--- src/rtl/mul_share_pkg.sv ---
// Shared types, defaults and round-robin helper for the shared-multiplier arbiter.
package mul_share_pkg;

    localparam int unsigned NREQ_DEF = 4;
    localparam int unsigned WS_DEF   = 16;
    localparam int unsigned WL_DEF   = 32;
    localparam int unsigned LAT_DEF  = 3;

    // Upper bound on requesters; the picker works on a padded vector of this size.
    localparam int unsigned MAX_REQ = 8;
    localparam int unsigned IDX_W   = 3;

    localparam int unsigned TAG_W = $clog2(NREQ_DEF);

    typedef logic [TAG_W-1:0] tag_t;

    typedef struct packed {
        logic               valid;
        tag_t               tag;
        logic [WS_DEF-1:0]  a;
        logic [WS_DEF-1:0]  b;
    } stage_t;

    // First set bit of valid at or after ptr, wrapping modulo nreq; 0 when none set.
    function automatic logic [IDX_W-1:0] rr_pick(input logic [MAX_REQ-1:0] valid,
                                                  input logic [IDX_W-1:0]   ptr,
                                                  input int unsigned        nreq);
        logic [IDX_W-1:0] pick;
        logic             found;
        logic [IDX_W:0]   idx;
        pick  = '0;
        found = 1'b0;
        for (int unsigned i = 0; i < MAX_REQ; i++) begin
            idx = {1'b0, ptr} + (IDX_W+1)'(i);
            if (idx >= (IDX_W+1)'(nreq)) begin
                idx = idx - (IDX_W+1)'(nreq);
            end
            if (i < nreq) begin
                if (!found && valid[idx[IDX_W-1:0]]) begin
                    pick  = idx[IDX_W-1:0];
                    found = 1'b1;
                end
            end
        end
        return pick;
    endfunction

endpackage

--- src/rtl/mul_share_arbiter_mul_pipe.sv ---
// Multiply pipeline with valid/tag sideband: LAT-1 operand stages, product formed
// combinationally at the tail so the caller's output register completes LAT cycles.
module mul_pipe #(
    parameter int unsigned WS  = 16,
    parameter int unsigned WL  = 32,
    parameter int unsigned LAT = 3,
    parameter int unsigned TW  = 2
) (
    input  logic          clk,
    input  logic          rst_n,
    input  logic          in_valid,
    input  logic [TW-1:0] in_tag,
    input  logic [WS-1:0] in_a,
    input  logic [WS-1:0] in_b,
    output logic          out_valid_c,
    output logic [TW-1:0] out_tag_c,
    output logic [WL-1:0] out_prod_c
);

    if (LAT == 1) begin : g_direct
        assign out_valid_c = in_valid;
        assign out_tag_c   = in_tag;
        assign out_prod_c  = WL'(in_a) * WL'(in_b);
    end else begin : g_stages
        localparam int unsigned NST = LAT - 1;

        typedef struct packed {
            logic [TW-1:0] tag;
            logic [WS-1:0] a;
            logic [WS-1:0] b;
        } pipe_data_t;

        logic [NST-1:0] vld;
        pipe_data_t     dq [NST];

        // Valid bits are the only reset state; dropping them discards in-flight work.
        always_ff @(posedge clk) begin
            if (!rst_n) begin
                vld <= '0;
            end else begin
                vld[0] <= in_valid;
                for (int unsigned i = 1; i < NST; i++) begin
                    vld[i] <= vld[i-1];
                end
            end
        end

        always_ff @(posedge clk) begin
            dq[0] <= '{tag: in_tag, a: in_a, b: in_b};
            for (int unsigned i = 1; i < NST; i++) begin
                dq[i] <= dq[i-1];
            end
        end

        assign out_valid_c = vld[NST-1];
        assign out_tag_c   = dq[NST-1].tag;
        assign out_prod_c  = WL'(dq[NST-1].a) * WL'(dq[NST-1].b);
    end

endmodule

--- src/rtl/mul_share_arbiter.sv ---
// Round-robin sharing of one pipelined multiplier among NREQ requesters.
// Optional embedded properties: define MUL_SHARE_ARBITER_FORMAL_EN.
module mul_share_arbiter
    import mul_share_pkg::*;
#(
    parameter int unsigned NREQ = NREQ_DEF,
    parameter int unsigned WS   = WS_DEF,
    parameter int unsigned WL   = WL_DEF,
    parameter int unsigned LAT  = LAT_DEF
) (
    input  logic                       clk,
    input  logic                       rst_n,
    input  logic [NREQ-1:0]            req_valid,
    output logic [NREQ-1:0]            req_ready,
    input  logic [NREQ*WS-1:0]         req_a,
    input  logic [NREQ*WS-1:0]         req_b,
    output logic [NREQ-1:0]            rsp_valid,
    output logic [WL-1:0]              rsp_data,
    output logic [$clog2(LAT+1)-1:0]   inflight
);

    localparam int unsigned PW = (NREQ > 1) ? $clog2(NREQ) : 1;
    localparam int unsigned IW = $clog2(LAT + 1);

    logic [PW-1:0]      ptr;
    logic [PW-1:0]      ptr_next_c;
    logic [PW-1:0]      grant_c;
    logic               any_c;
    logic [MAX_REQ-1:0] valid_pad_c;
    logic [WS-1:0]      sel_a_c;
    logic [WS-1:0]      sel_b_c;
    logic               pipe_valid_c;
    logic [PW-1:0]      pipe_tag_c;
    logic [WL-1:0]      pipe_prod_c;

    // Grant depends only on req_valid and ptr; a granted valid is always an acceptance.
    assign valid_pad_c = MAX_REQ'(req_valid);
    assign any_c       = |req_valid;
    assign grant_c     = PW'(rr_pick(valid_pad_c, IDX_W'(ptr), NREQ));

    always_comb begin
        req_ready = '0;
        if (any_c) begin
            req_ready = NREQ'(1) << grant_c;
        end
    end

    always_comb begin
        ptr_next_c = grant_c + PW'(1);
        if (grant_c == PW'(NREQ - 1)) begin
            ptr_next_c = '0;
        end
    end

    always_comb begin
        sel_a_c = '0;
        sel_b_c = '0;
        for (int unsigned i = 0; i < NREQ; i++) begin
            if (PW'(i) == grant_c) begin
                sel_a_c = req_a[i*WS +: WS];
                sel_b_c = req_b[i*WS +: WS];
            end
        end
    end

    mul_pipe #(
        .WS  (WS),
        .WL  (WL),
        .LAT (LAT),
        .TW  (PW)
    ) u_pipe (
        .clk         (clk),
        .rst_n       (rst_n),
        .in_valid    (any_c),
        .in_tag      (grant_c),
        .in_a        (sel_a_c),
        .in_b        (sel_b_c),
        .out_valid_c (pipe_valid_c),
        .out_tag_c   (pipe_tag_c),
        .out_prod_c  (pipe_prod_c)
    );

    // inflight counts an op until the end of its response cycle, so it peaks at LAT.
    always_ff @(posedge clk) begin
        if (!rst_n) begin
            ptr       <= '0;
            rsp_valid <= '0;
            rsp_data  <= '0;
            inflight  <= '0;
        end else begin
            if (any_c) begin
                ptr <= ptr_next_c;
            end
            rsp_valid <= pipe_valid_c ? (NREQ'(1) << pipe_tag_c) : '0;
            if (pipe_valid_c) begin
                rsp_data <= pipe_prod_c;
            end
            inflight <= inflight + IW'(any_c) - IW'(|rsp_valid);
        end
    end

`ifdef MUL_SHARE_ARBITER_FORMAL_EN
    logic [WL-1:0] sh_prod [LAT];
    logic [3:0]    wait_cnt [NREQ];
    logic          f_past_valid = 1'b0;

    always_ff @(posedge clk) begin
        f_past_valid <= 1'b1;
    end

    always @(*) begin
        if (!f_past_valid) begin
            assume (!rst_n);
        end else begin
            assume (rst_n);
        end
    end

    // Reference product travels alongside the real pipeline and lands with rsp_valid.
    always_ff @(posedge clk) begin
        sh_prod[0] <= WL'(sel_a_c) * WL'(sel_b_c);
        for (int unsigned i = 1; i < LAT; i++) begin
            sh_prod[i] <= sh_prod[i-1];
        end
    end

    for (genvar gi = 0; gi < NREQ; gi++) begin : g_req_props
        always_ff @(posedge clk) begin
            if (!rst_n || !req_valid[gi] || req_ready[gi]) begin
                wait_cnt[gi] <= '0;
            end else begin
                wait_cnt[gi] <= wait_cnt[gi] + 4'd1;
            end
        end

        assume property (@(posedge clk) disable iff (!rst_n)
            (req_valid[gi] && !req_ready[gi]) |=>
                (req_valid[gi] && $stable(req_a[gi*WS +: WS]) && $stable(req_b[gi*WS +: WS])));

        assert property (@(posedge clk) disable iff (!rst_n) wait_cnt[gi] < 4'(NREQ));
    end

    assert property (@(posedge clk) disable iff (!rst_n) $onehot0(req_ready));
    assert property (@(posedge clk) disable iff (!rst_n) $onehot0(rsp_valid));
    assert property (@(posedge clk) disable iff (!rst_n) inflight <= IW'(LAT));
    assert property (@(posedge clk) disable iff (!rst_n)
        (|rsp_valid) |-> (rsp_data == sh_prod[LAT-1]));
`endif

endmodule

--- config.mk ---
export PLATFORM = sky130hd
export DESIGN_NAME = mul_share_arbiter
export DESIGN_NICKNAME = d
export VERILOG_FILES = /design/src/rtl/mul_share_pkg.sv /design/src/rtl/mul_share_arbiter_mul_pipe.sv /design/src/rtl/mul_share_arbiter.sv
export SDC_FILE = /design/constraint.sdc
export NUM_CORES = 1
export LEC_CHECK = 0
export CAP_MARGIN = 20
export CORE_ASPECT_RATIO = 0.7
export CORE_MARGIN = 3
export CORE_UTILIZATION = 45
export CTS_BUF_LIST = sky130_fd_sc_hd__clkbuf_4 sky130_fd_sc_hd__clkbuf_8
export CTS_CLUSTER_DIAMETER = 80
export CTS_CLUSTER_SIZE = 30
export DETAILED_ROUTE_END_ITERATION = 8
export GPL_ROUTABILITY_DRIVEN = 0
export PLACE_DENSITY = 0.71
export SLEW_MARGIN = 20
export SYNTH_ARGS = -nofsm -noshare
export SYNTH_HDL_FRONTEND = slang
export SYNTH_SLANG_ARGS = --single-unit
--- constraint.sdc ---
create_clock -name clk -period 16.1 [get_ports clk]
set_input_delay 1.61 -clock clk [delete_from_list [all_inputs] [get_ports clk]]
set_output_delay 1.61 -clock clk [all_outputs]
set_load 0.1 [all_outputs]
Word level (Yosys, flattened, before mapping)
Memory sizes are Yosys's and may differ from the RTL's.
Index checks and enable logic that the tools add are counted.
{"block": "totals", "ff_bits": 42, "latchBits": 0, "ram_bits": 68, "rom_bits": 0, "in_bits": 134, "output_inout_bits": 42, "elab_cells": 70, "n_memories": 1}
{"name": "u_pipe.g_stages.dq", "words": 2, "word_bits": 34, "rd": 2, "rd_clocked_by_memory_dff": 0, "write_ports": 2, "line_no": "mul_share_arbiter_mul_pipe.sv:34", "rtl": "pipe_data_t dq [NST];"}
{"block": "classes", "add_sub_neg": 10, "multipliers": 1, "n_div": 0, "magnitude_cmp": 8, "eq_ne": 4, "n_shift": 2, "n_mux": 29, "bitwise": 0, "n_reduce_logical": 10}
{"operator": "2-to-1 mux 16 bit", "n": 8}
{"operator": "multiplier 16 x 16 -> 32 bit", "n": 1}
{"operator": "< comparator 3 x 4 -> 1 bit, second input constant", "n": 4}
{"operator": "binary-select mux 1 bit (select 3 bit)", "n": 4}
{"operator": "2-to-1 mux 3 bit", "n": 4}
{"operator": "2-to-1 mux 2 bit", "n": 5}
{"operator": ">= comparator 3 bit, second input constant", "n": 3}
{"operator": "subtractor 3 bit, second input constant", "n": 3}
{"operator": "OR reduction 4 bit", "n": 2}
{"operator": "<< shifter 1 x 2 -> 4 bit, first input constant", "n": 2}
{"operator": "2-to-1 mux 1 bit", "n": 7}
{"operator": "adder 2 x 2 -> 3 bit, second input constant", "n": 2}
{"operator": "== test 2 bit, first input constant", "n": 2}
{"operator": "2-to-1 mux 4 bit", "n": 1}
{"operator": "adder 2 x 1 -> 3 bit, second input constant", "n": 1}
{"operator": ">= comparator 2 x 3 -> 1 bit, second input constant", "n": 1}
{"operator": "logical AND 1 bit", "n": 3}
{"operator": "zero test 1 bit", "n": 3}
{"operator": "subtractor 2 x 3 -> 3 bit, second input constant", "n": 1}
{"operator": "adder 2 x 1 -> 2 bit", "n": 1}
{"operator": "adder 2 x 1 -> 2 bit, second input constant", "n": 1}
{"operator": "== test 1 x 2 -> 1 bit, first input constant", "n": 1}
{"operator": "== test 2 bit, second input constant", "n": 1}
{"operator": "zero test 2 bit", "n": 1}
{"operator": "2 further kinds", "n": 2}

Logic depth before layout (Yosys ltp)
{"block": "logic_depth", "depth_word": 19, "depth_mapped": 22, "depth_no_buf": 21}

Modules after synthesis
A second synthesis with hierarchy kept.
{"block": "hier_totals", "cells_unflattened": 1459, "hier_area_um2": 12901.1}
{"module": "mul_pipe", "instances": 1, "cells_per_inst": 1083, "area_per_inst_um2": 10013.4, "seq_area_each_um2": 1401.3}
{"module": "mul_share_arbiter", "instances": 1, "cells_per_inst": 376, "area_per_inst_um2": 2887.8, "seq_area_each_um2": 800.8}

Worst setup path after synthesis
No wires, ideal clock.
{"block": "synth_path", "path_type": "in2out", "from": "input req_valid[1]", "to": "output req_ready[2]", "t_arrival_ns": 4.546, "required_time_ns": 14.490, "slack_ns": 9.944, "stages": 9, "path_buffers": 2, "path_cell_list": "mux2_2 > a22oi_1 > o21ai_0 > o2bb2ai_1 > inv_1 > ha_1 > clkbuf_1 > clkbuf_1 > nor2b_1"}
{"block": "synth_between", "elab_chain_cells": 14, "elab_cells_between_ends": 24, "classes_between": "1 x shift; 16 x mux; 7 x reduce/logical"}
{"item": "start: declaration", "line_no": "mul_share_arbiter.sv:13", "rtl": "input logic [NREQ-1:0] req_valid,"}
{"item": "binary-select mux 1 bit (select 3 bit)", "line_no": "mul_share_pkg.sv:39", "rtl": "if (!found && valid[idx[IDX_W-1:0]]) begin"}
{"item": "2-to-1 mux 1 bit (implied by the code)", "line_no": "mul_share_pkg.sv:39"}
{"item": "2-to-1 mux 1 bit", "line_no": "mul_share_pkg.sv:39"}
{"item": "zero test 1 bit", "line_no": "mul_share_pkg.sv:39"}
{"item": "logical AND 1 bit", "line_no": "mul_share_pkg.sv:39"}
{"item": "2-to-1 mux 1 bit", "line_no": "mul_share_pkg.sv:39"}
{"item": "zero test 1 bit", "line_no": "mul_share_pkg.sv:39"}
{"item": "logical AND 1 bit", "line_no": "mul_share_pkg.sv:39"}
{"item": "2-to-1 mux 1 bit", "line_no": "mul_share_pkg.sv:39"}
{"item": "zero test 1 bit", "line_no": "mul_share_pkg.sv:39"}
{"item": "logical AND 1 bit", "line_no": "mul_share_pkg.sv:39"}
{"item": "2-to-1 mux 2 bit *", "line_no": "mul_share_pkg.sv:39"}
{"item": "via grant_c[0]", "line_no": "mul_share_arbiter.sv:27", "rtl": "logic [PW-1:0] grant_c;"}
{"item": "<< shifter 1 x 2 -> 4 bit *", "line_no": "mul_share_arbiter.sv:44", "rtl": "req_ready = NREQ'(1) << grant_c;"}
{"item": "2-to-1 mux 4 bit *", "line_no": "mul_share_arbiter.sv:43", "rtl": "if (any_c) begin"}
{"item": "end: declaration", "line_no": "mul_share_arbiter.sv:14", "rtl": "output logic [NREQ-1:0] req_ready,"}
The timed path passes the listed nets; every way through them passes the cells marked *. The select of a mux whose other input is x is not followed.

Worst setup path in the final report
{"block": "layout_path", "from": "input req_valid[3]", "to": "output req_ready[3]"}
The elaborated chain is that of the path after synthesis.

==> summary.md <==
| Metric | Value |
|---|---|
| Final core utilization | between 50 and 60% |
| Routed met1 length | 13600 um |
| # Post-CTS Setup Buffers | 0 |
| WP data required | 14.49 ns |
| Total CTS buffers | 9 |
| WP data arrival | ~5.4 ns |
| DR vias | about 10000 |
| # clock sinks | 110 |
| Fillers | between 2000 and 2500 |
| Cell Area, Synth | between 10000 and 15000 um2 |
| Hold Fails Final Rpt | 0 |
| PostCTS Resize Cnt | 0 |
| H-tree levels | 3 |
| Router iterations before antenna repair | 5 |
| Seq cells post-synth | between 100 and 150 |
| Synth Net Count | 1867 |
| Routed Antenna Nets | 0 |
| Yosys top cell by area | fa_1 |
| EDFF count, synth | 0 |
| Crit share post-route | a little over two fifths |
| Critical Path Fanout Max | 66 |
| CTS max path bufs | 2 |
| TNS Setup | 0 ns |
| Synth top area cells | fa_1, dfxtp_1, ha_1 |
| Final setup viols | 0 |
| Synth warnings | 0 |
| Most numerous cell in the Yosys netlist | inv_1 |
| DPL Wire Length | 25100 um |
| Tmin final | 6.99 ns |
| Sequential share of the synthesized area | about 17% |
| Met3 routed WL | 2180 um |
| Hold_buf cts | 0 |
| Routed len/inst | 15.7 um |
| Status | finished, final reports clean |
| Wire length of the first global-routing pass | around 50000 um |
| Top Metal Used | met4 |
| Chip height | around 150 um |
| Synth Flop Type | dfxtp_1 |
| Startpoint Class | primary input |
| Syn Area/Cell | between 8 and 9 um2 |
| Placement-stage worst setup slack | 9.10 ns |
| CP Class | in -> out |
| Area grow syn2layout | 17.3% |
| Asr flop ratio synth | 0% |
| GRT Util Overall | between 20% and 30% |
| Cell count after synthesis | between 1000 and 1500 |
| Routed met2 length | 13900 um |
| Antenna violations before repair | 0 |
| Critical path capture point type | output pin |
| Std-Cell Rows | 50 |
| Vias in the first global route | slightly above 10000 |
| I/O pins | 176 |
| Net count, final | just under 2000 |
| Grt total ovfl | 0 |
| Commonest cells in the netlist | inv_1, nand2_1, fa_1 |
| Placed insts | around 1900 |
| Die area | ~30000 um2 |
| # DRC | 0 |
| CTS tree | done |
| Cell mode on critical path | clkdlybuf4s50_1 |
| Clock Latency Late Sink | 0.40 ns |
| Count of different cell masters after synthesis | 65 |
| Initial drt markers | slightly above 500 |
| Worst Path Buf+Inv | 2 |
| Fin cells | approximately 1900 |
| Root Buffer | clkbuf_8 |
| Area of the core | 27200 um2 |
| Slew Limit Fails | 0 |
| N_diodes | 0 |
| Largest net degree at the start of global routing | 67 |
| RSZ-0062 raised after global routing | false |
| # port buffers | around 180 |
| Final WL | 30000 um |
| Register clock-pin slew on the reported worst setup and hold paths | about 0.1 ns |
| Worst-Margin Slew | 1.09 ns |
| Initial core utilization | between 40% and 50% |
| Max Fclk | ~0.14 GHz |
| Worst setup margin | roughly 9 ns |
| Slowest stage delay, CP | around 1.1 ns |
| Worst min-delay path category | reg -> reg |
| Post-synth top area share | between 30 and 40% |
| Slew headroom | approximately 27% |
| Max Cap Viol | 0 |
| Max Clock Skew | ~0.013 ns |
| Die width | 206 um |
| Cell Chain, Critical Path | clkdlybuf4s50_1, mux2_2, a22oi_1, a21oi_1, o2bb2ai_1, ha_2, nor2b_1, clkdlybuf4s50_1 |
| Drt via density | 5.21 |
| Slowest-stage cell, CP | clkdlybuf4s50_1 |
| Top delay family on crit path | buffers and inverters |
| Share of cells above drive strength 1 | 2.71% |
routing by layer:
layer | GRT usage (%) | vias up
met1 | 29.1 | 4883
met5 | 0 | -
li1 | - | 4755
met3 | 4.43 | 17
met4 | 3.66 | 0
met2 | 33.0 | 318
final timing paths:
check                                                from                         to  slack, ns  depth (start not counted)
worst max-delay path                         req_valid[3]               req_ready[3]       9.11                          8
worst min register to register  u_pipe.g_stages.dq[0][17]  u_pipe.g_stages.dq[0][51]       0.34                          0
worst min-delay path            u_pipe.g_stages.dq[0][17]  u_pipe.g_stages.dq[0][51]       0.34                          0
worst max register to register  u_pipe.g_stages.dq[0][41]               rsp_data[30]       9.90                         18
kinds of logic (layout without fill, tap and decap cells):
family | count (synthesis) | count (layout) | synth area share (%)
AO/OA/AOI/OAI | 212 | 212 | 11.0
XOR/XNOR | 20 | 20 | 1.39
adder cells (fa/ha/maj) | 305 | 305 | 41.9
buffers and inverters | 307 | 430 | 9.23
flip-flops | 110 | 110 | 17.5
multiplexers | 18 | 18 | 1.56
AND/OR/NAND/NOR | 456 | 456 | 17.5
registers in the layout, summed over array words and instances, names as in the netlist:
signal,flops
inflight,2
rsp_data,32
u_pipe.g_stages.vld,2
ptr,2
u_pipe.g_stages.dq,68
rsp_valid,4
worst reg2reg max path, cell delays in order, from the launching register on:
cell      delay [ns]
dfxtp_1         0.83
nand2_1         0.19
fa_1            0.57
inv_1           0.05
fa_1            0.50
fa_1            0.54
fa_1            0.50
inv_1           0.05
fa_1            0.49
inv_1           0.05
ha_1            0.27
ha_1            0.37
a21oi_1         0.31
o21ai_0         0.23
a221oi_1        0.38
o21ai_0         0.15
a31oi_1         0.37
or4_1           0.18
o211ai_1        0.08
final cells by class:
class | count | area, um2 | area share, %
well taps | 364 | 455 | 3.08
inverters | 234 | 878 | 5.94
multi-input cells | 1011 | 9250 | 62.6
clock inverters | 7 | 78.8 | 0.533
repair buffers | 180 | 1790 | 12.1
clock buffers | 9 | 124 | 0.838
flip-flops and latches | 110 | 2200 | 14.9
metrics by stage:
step,cell area [um2],hold slack [ns]
final,14800,0.336
after global routing,14800,0.342
after CTS,14800,0.337
after detailed placement,14600,0.312
after global placement,14600,0.311
after floorplan,12600,0.310
placed cells by master (no fill, tap or decap), types with 3 or more instances in the layout:
cell             synthesis  final
or3_1                    3      3
clkbuf_8                 0      9
buf_4                    0      5
a22oi_1                 33     33
or4_1                    3      3
o21a_1                   3      3
fa_1                   194    194
xnor2_1                 16     16
dfxtp_1                110    110
mux2_2                   3      3
clkdlybuf4s50_1          0    175
a21oi_1                 64     64
o21ai_0                 53     53
mux2i_1                 14     14
and2_1                 117    117
a21o_1                   9      9
o21bai_1                 3      3
inv_1                  234    234
o211ai_2                 3      3
a21boi_0                 3      3
a31oi_1                  3      3
nand3_1                 24     24
o211ai_1                 9      9
nor2_1                  49     49
xor2_1                   4      4
nor3_1                   6      6
ha_1                   111    109
nor2b_1                 20     19
nand4_1                 11     11
nand2_1                208    208
and3_1                   5      5
Power is not shown: default switching activity piles up to over one toggle a cycle in this logic, so the estimate is an artifact.
